`src/rtl/mem_access_ctrl_if.sv`:
```
// Memory-stage bus bundle: XM pipeline inputs, data-memory handshake and MW outputs.
interface mem_access_ctrl_if;
    localparam int unsigned DATA_W = 16;

    logic              XM_memRead;
    logic              XM_memWrite;
    logic [DATA_W-1:0] XM_aluOut;
    logic [DATA_W-1:0] XM_writeData;
    logic              XM_halt;
    logic [DATA_W-1:0] mem_addr;
    logic [DATA_W-1:0] mem_wdata;
    logic              mem_rd;
    logic              mem_wr;
    logic [DATA_W-1:0] mem_rdata;
    logic              mem_done;
    logic              stall;
    logic [DATA_W-1:0] MW_readData;
    logic              rdata_valid;
    logic              err;
    logic              halted;

    // Controller side
    modport slave (
        input  XM_memRead, XM_memWrite, XM_aluOut, XM_writeData, XM_halt,
        input  mem_rdata, mem_done,
        output mem_addr, mem_wdata, mem_rd, mem_wr,
        output stall, MW_readData, rdata_valid, err, halted
    );

    // Pipeline / memory side
    modport master (
        output XM_memRead, XM_memWrite, XM_aluOut, XM_writeData, XM_halt,
        output mem_rdata, mem_done,
        input  mem_addr, mem_wdata, mem_rd, mem_wr,
        input  stall, MW_readData, rdata_valid, err, halted
    );
endinterface

```
`src/rtl/mem_access_ctrl.sv`:
```
// Memory-stage controller: issues one load/store per instruction, stalls upstream
// while the multi-cycle memory access is outstanding, and flags bad or timed-out accesses.
module mem_access_ctrl #(
    parameter int unsigned TIMEOUT = 64
) (
    input  logic               clk,
    input  logic               rst,
    mem_access_ctrl_if.slave   bus
);
    localparam int unsigned DATA_W = 16;
    localparam int unsigned CNT_W  = 8;
    localparam logic [CNT_W-1:0] CNT_LAST = CNT_W'(TIMEOUT - 1);
    localparam logic [CNT_W-1:0] CNT_MAX  = '1;

    typedef enum logic [1:0] {S_IDLE, S_WAIT, S_DONE} state_t;

    state_t            r_state, w_state_nxt;
    logic [CNT_W-1:0]  r_cnt, w_cnt_nxt;
    logic [DATA_W-1:0] r_rdata, w_rdata_nxt;
    logic              r_err, w_err_nxt;
    logic              r_halted, w_halted_nxt;
    logic              r_is_load, w_is_load_nxt;
    logic              w_op;
    logic              w_stall;
    logic              w_rd;
    logic              w_wr;
    logic              w_rvalid;

    // State and data registers
    always_ff @(posedge clk or negedge rst) begin
        if (!rst) begin
            r_state   <= S_IDLE;
            r_cnt     <= '0;
            r_rdata   <= '0;
            r_err     <= 1'b0;
            r_halted  <= 1'b0;
            r_is_load <= 1'b0;
        end else begin
            r_state   <= w_state_nxt;
            r_cnt     <= w_cnt_nxt;
            r_rdata   <= w_rdata_nxt;
            r_err     <= w_err_nxt;
            r_halted  <= w_halted_nxt;
            r_is_load <= w_is_load_nxt;
        end
    end

    // Next-state, request strobes, stall and error/halt decisions
    always_comb begin
        w_state_nxt   = r_state;
        w_cnt_nxt     = r_cnt;
        w_rdata_nxt   = r_rdata;
        w_err_nxt     = r_err;
        w_halted_nxt  = r_halted;
        w_is_load_nxt = r_is_load;
        w_stall       = 1'b0;
        w_rd          = 1'b0;
        w_wr          = 1'b0;
        w_rvalid      = 1'b0;
        w_op          = (bus.XM_memRead | bus.XM_memWrite) & ~r_halted;

        case (r_state)
            S_IDLE: begin
                if (w_op) begin
                    if ((bus.XM_memRead & bus.XM_memWrite) | bus.XM_aluOut[0]) begin
                        w_err_nxt = 1'b1;
                    end else begin
                        w_rd          = bus.XM_memRead;
                        w_wr          = bus.XM_memWrite;
                        w_stall       = 1'b1;
                        w_cnt_nxt     = '0;
                        w_is_load_nxt = bus.XM_memRead;
                        w_state_nxt   = S_WAIT;
                    end
                end else if (bus.XM_halt) begin
                    w_halted_nxt = 1'b1;
                end
            end
            S_WAIT: begin
                w_stall = 1'b1;
                if (r_cnt != CNT_MAX) begin
                    w_cnt_nxt = r_cnt + CNT_W'(1);
                end
                if (bus.mem_done) begin
                    if (r_is_load) begin
                        w_rdata_nxt = bus.mem_rdata;
                    end
                    w_state_nxt = S_DONE;
                end else if (r_cnt == CNT_LAST) begin
                    w_err_nxt   = 1'b1;
                    w_rdata_nxt = '0;
                    w_state_nxt = S_DONE;
                end
            end
            S_DONE: begin
                w_rvalid    = r_is_load;
                w_state_nxt = S_IDLE;
            end
            default: begin
                w_state_nxt = S_IDLE;
            end
        endcase
    end

    // Strobes and stall drop immediately while reset is held
    assign bus.stall       = rst & w_stall;
    assign bus.mem_rd      = rst & w_rd;
    assign bus.mem_wr      = rst & w_wr;
    assign bus.rdata_valid = rst & w_rvalid;
    assign bus.mem_addr    = bus.XM_aluOut;
    assign bus.mem_wdata   = bus.XM_writeData;
    assign bus.MW_readData = r_rdata;
    assign bus.err         = r_err;
    assign bus.halted      = r_halted;
endmodule

```
`src/flat_wrapper.sv`:
```
// flat-port wrapper written by rule: the top's interface ports become plain ports
module mem_access_ctrl_flat 
#(
    parameter int unsigned TIMEOUT = 64
)
  (clk, rst, bus_XM_memRead, bus_XM_memWrite, bus_XM_aluOut, bus_XM_writeData, bus_XM_halt, bus_mem_rdata, bus_mem_done, bus_mem_addr, bus_mem_wdata, bus_mem_rd, bus_mem_wr, bus_stall, bus_MW_readData, bus_rdata_valid, bus_err, bus_halted);
  mem_access_ctrl_if bus_i ();
  input  logic clk;
  input  logic rst;
  input wire logic [$bits(bus_i.XM_memRead)-1:0] bus_XM_memRead;
  input wire logic [$bits(bus_i.XM_memWrite)-1:0] bus_XM_memWrite;
  input wire logic [$bits(bus_i.XM_aluOut)-1:0] bus_XM_aluOut;
  input wire logic [$bits(bus_i.XM_writeData)-1:0] bus_XM_writeData;
  input wire logic [$bits(bus_i.XM_halt)-1:0] bus_XM_halt;
  input wire logic [$bits(bus_i.mem_rdata)-1:0] bus_mem_rdata;
  input wire logic [$bits(bus_i.mem_done)-1:0] bus_mem_done;
  output wire logic [$bits(bus_i.mem_addr)-1:0] bus_mem_addr;
  output wire logic [$bits(bus_i.mem_wdata)-1:0] bus_mem_wdata;
  output wire logic [$bits(bus_i.mem_rd)-1:0] bus_mem_rd;
  output wire logic [$bits(bus_i.mem_wr)-1:0] bus_mem_wr;
  output wire logic [$bits(bus_i.stall)-1:0] bus_stall;
  output wire logic [$bits(bus_i.MW_readData)-1:0] bus_MW_readData;
  output wire logic [$bits(bus_i.rdata_valid)-1:0] bus_rdata_valid;
  output wire logic [$bits(bus_i.err)-1:0] bus_err;
  output wire logic [$bits(bus_i.halted)-1:0] bus_halted;
  assign bus_i.XM_memRead = bus_XM_memRead;
  assign bus_i.XM_memWrite = bus_XM_memWrite;
  assign bus_i.XM_aluOut = bus_XM_aluOut;
  assign bus_i.XM_writeData = bus_XM_writeData;
  assign bus_i.XM_halt = bus_XM_halt;
  assign bus_i.mem_rdata = bus_mem_rdata;
  assign bus_i.mem_done = bus_mem_done;
  assign bus_mem_addr = bus_i.mem_addr;
  assign bus_mem_wdata = bus_i.mem_wdata;
  assign bus_mem_rd = bus_i.mem_rd;
  assign bus_mem_wr = bus_i.mem_wr;
  assign bus_stall = bus_i.stall;
  assign bus_MW_readData = bus_i.MW_readData;
  assign bus_rdata_valid = bus_i.rdata_valid;
  assign bus_err = bus_i.err;
  assign bus_halted = bus_i.halted;
  mem_access_ctrl #(.TIMEOUT(TIMEOUT)) u_core (.clk(clk), .rst(rst), .bus(bus_i));
endmodule
```
`config.mk`:
```
export PLATFORM = sky130hd
export DESIGN_NAME = mem_access_ctrl_flat
export DESIGN_NICKNAME = d
export VERILOG_FILES = /design/src/rtl/mem_access_ctrl_if.sv /design/src/rtl/mem_access_ctrl.sv /design/src/flat_wrapper.sv
export SDC_FILE = /design/constraint.sdc
export NUM_CORES = 1
export LEC_CHECK = 0
export ABC_AREA = 1
export BUFFER_PORTS_ARGS = -buffer_cell sky130_fd_sc_hd__buf_4
export CAP_MARGIN = 20
export CORE_MARGIN = 1
export CORE_UTILIZATION = 35
export CTS_BUF_LIST = sky130_fd_sc_hd__clkbuf_8
export CTS_CLUSTER_DIAMETER = 80
export CTS_CLUSTER_SIZE = 12
export DETAILED_ROUTE_END_ITERATION = 12
export GPL_ROUTABILITY_DRIVEN = 0
export PLACE_DENSITY = 0.7
export SYNTH_ARGS = -nofsm -noshare
export SYNTH_HDL_FRONTEND = slang
export SYNTH_SLANG_ARGS = --single-unit
```
`constraint.sdc`:
```
create_clock -name clk -period 1.3 [get_ports clk]
set_input_delay 0.26 -clock clk [delete_from_list [all_inputs] [get_ports clk]]
set_output_delay 0.26 -clock clk [all_outputs]
set_load 0.01 [all_outputs]
```
# ---- Word-level counts from Yosys, hierarchy flattened
# Cells that the tools add are included.
dict set report classes {
  addsub 1
  n_eq_ne 12
  mux 27
  n_bitwise 11
  reduce_logical 9
}
# operator count
set op_table {}
lappend op_table {{16-bit 2-to-1 mux} 3}
lappend op_table {{8-bit 2-to-1 mux} 3}
lappend op_table {{8-bit case mux with 2 select lines} 1}
lappend op_table {{1-bit 2-to-1 mux} 13}
lappend op_table {{3-bit AND reduction} 4}
lappend op_table {{2-bit by 1-bit inequality test with 1-bit output (second input constant)} 5}
lappend op_table {{8-bit by 1-bit adder with 8-bit output (second input constant)} 1}
lappend op_table {{8-bit by 6-bit == test with 1-bit output (second input constant)} 1}
lappend op_table {{2-bit 2-to-1 mux} 4}
lappend op_table {{8-bit inequality test (second input constant)} 1}
lappend op_table {{1-bit bitwise AND} 6}
lappend op_table {{5-bit AND reduction} 1}
lappend op_table {{2-bit inequality test (second input constant)} 2}
lappend op_table {{1-bit case mux with 2 select lines} 2}
lappend op_table {{2-bit case mux with 2 select lines} 1}
lappend op_table {{4-bit AND reduction} 1}
lappend op_table {{2-bit nonzero test} 2}
lappend op_table {{3-bit by 2-bit inequality test with 1-bit output (second input constant)} 1}
lappend op_table {{1-bit inverter} 3}
lappend op_table {{2-bit by 1-bit == test with 1-bit output (second input constant)} 1}
lappend op_table {{2-bit == test (second input constant)} 1}
lappend op_table {{2-bit zero test} 1}
lappend op_table {{1-bit bitwise OR} 2}
dict set report word_totals {
  ff_bits 29
  input_bits 54
  out_inout_bits 54
  elab_cells 66
}

# ---- Depth between registers and ports, before layout
# Gate-level depths: netlist (run 1).
dict set report logic_depth {
  ltp_word 6
  ltp_mapped 8
  ltp_nobuf 8
}

# ---- Least setup slack after synthesis (run 1)
# No wires, ideal clock.
dict set report synth_timing {
  kind {register to register}
  from {reg u_core.r_cnt[0]}
  to {reg u_core.r_rdata[10] (netlist: u_core.bus.MW_readData[10])}
  setup_ns 0.117
  arrival_time_ns 1.204
  t_required_ns 1.183
  path_slack_ns -0.021
  path_stages_with_launch 8
  n_path_buf 1
  period_less_slack_ns 1.321
  cell_sequence {dfrtp_1 -> ha_1 -> nand2_2 -> nor2_8 -> nand4_4 -> buf_6 -> nand3_2 -> nand2_1}
}
dict set report synth_between {
  elab_chain_cells 3
}
# item line
set synth_rtl {}
lappend synth_rtl {{start: declaration} mem_access_ctrl.sv:18} ;# logic [CNT_W-1:0] r_cnt, w_cnt_nxt;
lappend synth_rtl {{start signal: assignment} mem_access_ctrl.sv:40} ;# r_cnt <= w_cnt_nxt;
lappend synth_rtl {{8-bit by 6-bit == test with 1-bit output} mem_access_ctrl.sv:89} ;# end else if (r_cnt == CNT_LAST) begin
lappend synth_rtl {{2-bit nonzero test (no source line)} n/a}
lappend synth_rtl {{3-bit AND reduction (no source line)} n/a}
lappend synth_rtl {{end signal: assignment} mem_access_ctrl.sv:41} ;# r_rdata <= w_rdata_nxt;
lappend synth_rtl {{end: declaration} mem_access_ctrl.sv:19} ;# logic [DATA_W-1:0] r_rdata, w_rdata_nxt;
# No other way between the ends.
# A chain may end at the register's enable or synchronous reset.

# ---- Worst setup path after layout (run 1)
dict set report layout_timing {
  from {reg u_core.r_state[0]}
  to {out bus_rdata_valid}
}
dict set report layout_between {
  elab_chain_cells 3
}
# item line
set layout_rtl {}
lappend layout_rtl {{start: declaration} mem_access_ctrl.sv:17} ;# state_t r_state, w_state_nxt;
lappend layout_rtl {{start signal: assignment} mem_access_ctrl.sv:39} ;# r_state <= w_state_nxt;
lappend layout_rtl {{2-bit == test} mem_access_ctrl.sv:62} ;# case (r_state)
lappend layout_rtl {{1-bit 2-to-1 mux} mem_access_ctrl.sv:62}
lappend layout_rtl {{1-bit bitwise AND} mem_access_ctrl.sv:109} ;# assign bus.rdata_valid = rst & w_rvalid;
lappend layout_rtl {{end: declaration} flat_wrapper.sv:23} ;# output wire logic [$bits(bus_i.rdata_valid)-1:0] bus_rdata_valid;
# No other way between the ends.

==> flow_summary.ini, run 1 <==
[setup_path]
cp_top_family = flip-flops
end_kind = output pin
cp.required_ns = 1.04
critPathMostFrequentCell = buf_4
max_stage_delay_ns = 0.40
r2r_end = u_core.bus.MW_readData[10]
crit_path_end = bus_rdata_valid
critPathKind = flop to output pin
slowest_stage = dfrtp_1
reg2reg_depth = 9
cp-start-kind = flop
path_depth = 3
reg2reg_slack_ns = -0.10
worst_ep_arrival_time_ns = 1.34
critPathMaxFanout = 2
path_buf_inv = 2
crit_start = u_core.r_state[0]
path_cells = buf_4, nor4_1, buf_4
crit-reg2reg-launch = u_core.r_state[1]

[detailed_routing]
num_vias = 1546
drt_first_pass_iters = 4
antenna_left = 0
drc = 0
met1_length_um = 1746
wl_per_cell_um = 12.76
wl_met2_um = 2012
drtIter0Drc = 64
vias_per_cell = 4.757
wl_met3_um = 278
drt_wl_total_um = 4146
top_layer_used = met4

[die]
fp.dieH_um = 73.55
ios = 108
die_w_um = 73.55
die_area_um2 = 5410
row_count = 25
start_util = 0.3719
core_area_um2 = 4817

[cells_and_area]
layout_commonest_cell = buf_4
nNetsFinal = 313
drive_gt1_frac = 0.4535
utilization = 0.4873
post-route-cell-area_um2 = 2347
final_cell_mix = 72 x buf_4, 49 x nand2_1, 29 x dfrtp_1, 17 x nand4_1, 13 x inv_1
syn2layout_area_growth_pct = 31.01
antenna_cells = 0

[place]
placed_cell_area_um2 = 2076
port_buffers = 45
dp_hpwl_um = 2786
place_ws_ns = -0.07236

[timing]
whs_ns = 0.2033
tightest_slew_ns = 0.2970
period_share = 1.227
rsz0062_at_grt = yes
layout_min_cycle_time_ns = 1.595
finalWorstSetupSlack_ns = -0.2955
setup_viol = 28
finalMaxSlewViolations = 0
clock_skew_ns = 0.004136
hold_viol = 0
relSlewSlack = 0.8002
fmax_mhz = 626.8

[global_routing]
overflow = 0
grt_use_total = 0.1582
grt_pass1_wl_um = 6361
grt_max_degree = 22
first_global_vias = 1410
antenna_found_initial = 0

[synthesis]
syn_nets = 268
avgSynthCellArea_um2 = 8.412
synthArstFlopShare = 1.000
synthCells = 213
synth_top_area_share = 0.4050
ys_top_cells_by_area = dfrtp_1 41%, buf_4 14%, nand2_1 12%
synth-compound-area-share = 0.02793
yosys.area.top_type = dfrtp_1
synth_xor_area_frac = 0.004888
synth_area_um2 = 1792
ys_warn_count = 0
synth_top_family_by_area = simple AND/OR/NAND/NOR gates
yosys.area_share.adder = 0.006983
synth_cell_types = 28
ys.flop_type = dfrtp_1
synth-edff-count = 0
synthMuxAreaShare = 0
seq_area_frac_synth = 0.4050
synth-seq-cells = 29
synth-simple-area-share = 0.3506

[power_and_ir_drop]
cellPowerDensity_nw_per_um2 = 749.4
ir_worst_vdd_uv = 340.9
leakagePower_uw = 0.001245
total_power_uw = 1759

[clock_network]
htreeDepth = 2
cts_root_buf = clkbuf_8
cts_tree = yes
clk_latency_ns = 0.28
path_clk_slew_ns = 0.06
numCtsBuffers = 5
cts_buffer_depth = 2
cts_sinks = 29

[outcome]
violations = negative setup slack
status = finished with violations

[flow_run]
drv_cap = 0

[worst_hold_path]
min-delay-path-class = primary input to flop
[metrics by stage]
| step | TNS, ns | instances |
|---|---|---|
| finish | -2.578 | 325 |
| CTS | -1.342 | 321 |
| global route | -4.877 | 325 |
| floorplan | 0 | 213 |
| detailed placement | -0.5482 | 306 |
| global placement | 0 | 306 |
[cell families after synthesis]
kind of cell,Yosys count
AND/OR/NAND/NOR,118
buffers and inverters,55
flip-flops,29
AO/OA/AOI/OAI,9
XOR/XNOR,1
adder cells (fa/ha/maj),1
[timing repair]
action,4_1_cts,5_1_grt
pin swaps,11,7
endpoints found under the hold margin,29,0
setup buffers,6,5
cloned,1,0
hold buffers,1,0
setup endpoints to repair,28,30
resized for setup,15,10
[registers in the layout, indices dropped and copies added (netlist names)]
name                    cells
u_core.bus.MW_readData     16
u_core.bus.err              1
u_core.bus.halted           1
u_core.r_cnt                8
u_core.r_is_load            1
u_core.r_state              2
[final cells by class]
cell class	instances	area [um2]
Timing Repair Buffer	78	629.4
Clock buffer	6	82.58
Fill cell	476	2470
Clock inverter	1	3.754
Sequential cell	29	725.7
Tap cell	67	83.83
Inverter	15	56.30
Multi-Input combinational cell	129	765.7
[how the worst min path moves through the flow]
stage,from,depth (start not counted),end
after floorplan,rst,0,u_core.bus.MW_readData[0]
after global placement,rst,2,u_core.bus.halted
after detailed placement,rst,2,u_core.bus.halted
after CTS,bus_XM_halt,3,u_core.bus.halted
after global routing,bus_XM_halt,3,u_core.bus.halted
final,bus_XM_halt,3,u_core.bus.halted
[report_power, final]
group	switching, uW	internal, uW	total (uW)
clock	318	411	729
sequential	1.94	905	907
combinational	63.4	59.4	123
total	384	1380	1760
[worst min-delay path, cell delays in order]
cell	delay, ns
buf_4	0.08
nand3_1	0.06
nand2_1	0.05
[metal layers]
layer / GRT usage / vias to the layer above
met1: 0.1843 / 730
met5: 0 / -
li1: - / 753
met2: 0.2620 / 50
met4: 0.08761 / 0
met3: 0.04390 / 13
[synthesized netlist by cell type, types with 2 or more instances]
library cell / n
nand2_1: 55
nand3_1: 13
nor2_2: 2
buf_6: 3
nand4_1: 17
buf_4: 34
a21oi_1: 3
nand2_2: 3
inv_1: 14
o21ai_0: 4
dfrtp_1: 29
nor2_1: 11
nand3_2: 10
(Power assumes the default switching activity.)
==> run 2, diff against run 1 <==
--- a/config.mk
+++ b/config.mk
@@ -15,7 +15,7 @@
 export CTS_CLUSTER_SIZE = 12
 export DETAILED_ROUTE_END_ITERATION = 12
 export GPL_ROUTABILITY_DRIVEN = 0
-export PLACE_DENSITY = 0.7
+export PLACE_DENSITY = 0.67
 export SYNTH_ARGS = -nofsm -noshare
 export SYNTH_HDL_FRONTEND = slang
 export SYNTH_SLANG_ARGS = --single-unit
==> constraint.sdc (replaced) <==
create_clock -name clk -period 1.7 [get_ports clk]
set_input_delay 0.34 -clock clk [delete_from_list [all_inputs] [get_ports clk]]
set_output_delay 0.34 -clock clk [all_outputs]
set_load 0.01 [all_outputs]
==> flow_summary.ini, run 2 (synthesized netlist as in run 1, its figures left out) <==
[timing]
layout_min_cycle_time_ns = 1.667
tightest_slew_ns = 0.4535
finalMaxSlewViolations = 0
rsz0062_at_grt = yes
period_share = 0.9805
hold_viol = 0
clock_skew_ns = 0.003543
fmax_mhz = 599.9
setup_viol = 0
relSlewSlack = 0.6963

[cells_and_area]
post-route-cell-area_um2 = 2076
syn2layout_area_growth_pct = 15.85
antenna_cells = 0
finalNonFillerCells = 303
seqCellArea_um2 = 725.7
largest_reg_flops = 16
final_cell_mix = 54 x buf_4, 52 x nand2_1, 29 x dfrtp_1, 17 x nand4_1
multiInputGateArea_um2 = 711.9
drive_gt1_frac = 0.3771
nNetsFinal = 290
layout_commonest_cell = buf_4
utilization = 0.4309
fillers = 509

[detailed_routing]
drt_wl_total_um = 3866
drt_first_pass_iters = 4
drc = 0
wl_per_cell_um = 12.76
drtIter0Drc = 137
antenna_left = 0
vias_per_cell = 4.752
num_vias = 1440

[clock_network]
cts_tree = yes
numCtsBuffers = 5
cts_buffer_depth = 2
cts_sinks = 29
htreeDepth = 2
clk_latency_ns = 0.28
cts_root_buf = clkbuf_8
path_clk_slew_ns = 0.06

[power_and_ir_drop]
leakagePower_uw = 0.001115
ir_worst_vdd_uv = 281.0
cellPowerDensity_nw_per_um2 = 639.8

[global_routing]
grt_max_degree = 25
antenna_found_initial = 0
grt_pass1_wl_um = 6451
met3_usage = 0.04664
grt_use_total = 0.1542
overflow = 0
grt_util_met1 = 0.1844
first_global_vias = 1414
grt_busiest_layer = met2
globalRouteMet2Util = 0.2610

[place]
placed_cell_area_um2 = 1933
port_buffers = 45
place_inst = 289
dp_hpwl_um = 2703

[die]
start_util = 0.3719
die_w_um = 73.55
ios = 108
die_area_um2 = 5410
core_area_um2 = 4817
fp.dieH_um = 73.55
row_count = 25

[outcome]
status = complete, no violations

[setup_path]
path_cells = inv_2, nand2_2, nor2_2, nand2_2, inv_2, nand2_2, nor2_2, buf_4
worst_ep_arrival_time_ns = 1.33
cp-start-kind = flop
slowest_stage = dfrtp_1
critPathKind = flop to output pin
cp.required_ns = 1.36
critPathMostFrequentCell = nand2_2
reg2reg_slack_ns = 0.19
critPathMaxFanout = 4
end_kind = output pin
max_stage_delay_ns = 0.40

[worst_hold_path]
min-delay-path-class = primary input to async pin

[flow_run]
drv_cap = 0
[run 2: worst max-delay path: cells and delay by family, from the launching register on]
family,cells,cell delay (ns)
and+or+nand+nor,5,0.40
DFF,1,0.40
buffers and inverters,3,0.26
[run 2: report_power, final]
part	internal, uW	total (uW)	switching, uW
logic	42.4	91.2	48.8
clock network	277	544	267
registers	692	693	0.967
[run 2: layout make-up]
cell class	instances	area share
Clock buffer	5	0.03315
Sequential cell	29	0.3496
Timing Repair Buffer	55	0.2001
Clock inverter	3	0.006631
Tap cell	67	0.04039
Multi-Input combinational cell	129	0.3430
Inverter	15	0.02712
[run 2: worst paths after layout]
check	from	to	cells past startpoint
max reg2reg	u_core.r_state[1]	u_core.bus.MW_readData[1]	7
min reg2reg	u_core.bus.err	u_core.bus.err	2
min	rst	u_core.bus.err	2
min in group clk	bus_XM_halt	u_core.bus.halted	3
max in group asynchronous	rst	u_core.bus.halted	2
max	u_core.r_state[1]	bus_mem_rd	8
[run 2: layer usage]
| layer | wire, um | vias up |
|---|---|---|
| met3 | 296 | 7 |
| met1 | 1730 | 676 |
| met2 | 1786 | 49 |
| li1 | - | 708 |
| met4 | 53 | 0 |
| met5 | 0 | - |
[run 2: what timing repair did]
item / in CTS / in global routing
gates cloned: 0 / 0
pin swaps: 1 / 2
endpoints found under the setup margin: 2 / 1
hold endpoints to repair: 5 / 0
gates resized for setup: 2 / 5
hold buffers: 1 / 0
setup buffers: 3 / 2
[run 2: stage by stage]
stage / hold slack (ns) / TNS (ns) / setup WS, ns / power, uW
3_3_place_gp: 0.1655 / 0 / 0.1973 / 793.3
6_report: 0.09572 / 0 / 0.03317 / 1328
2_1_floorplan: 0.04441 / 0 / 0.3605 / 808.0
3_5_place_dp: 0.1709 / 0 / 0.1720 / 793.8
5_1_grt: 0.1170 / -0.05811 / -0.05811 / 1379
4_1_cts: 0.09604 / 0 / 0.005227 / 1349
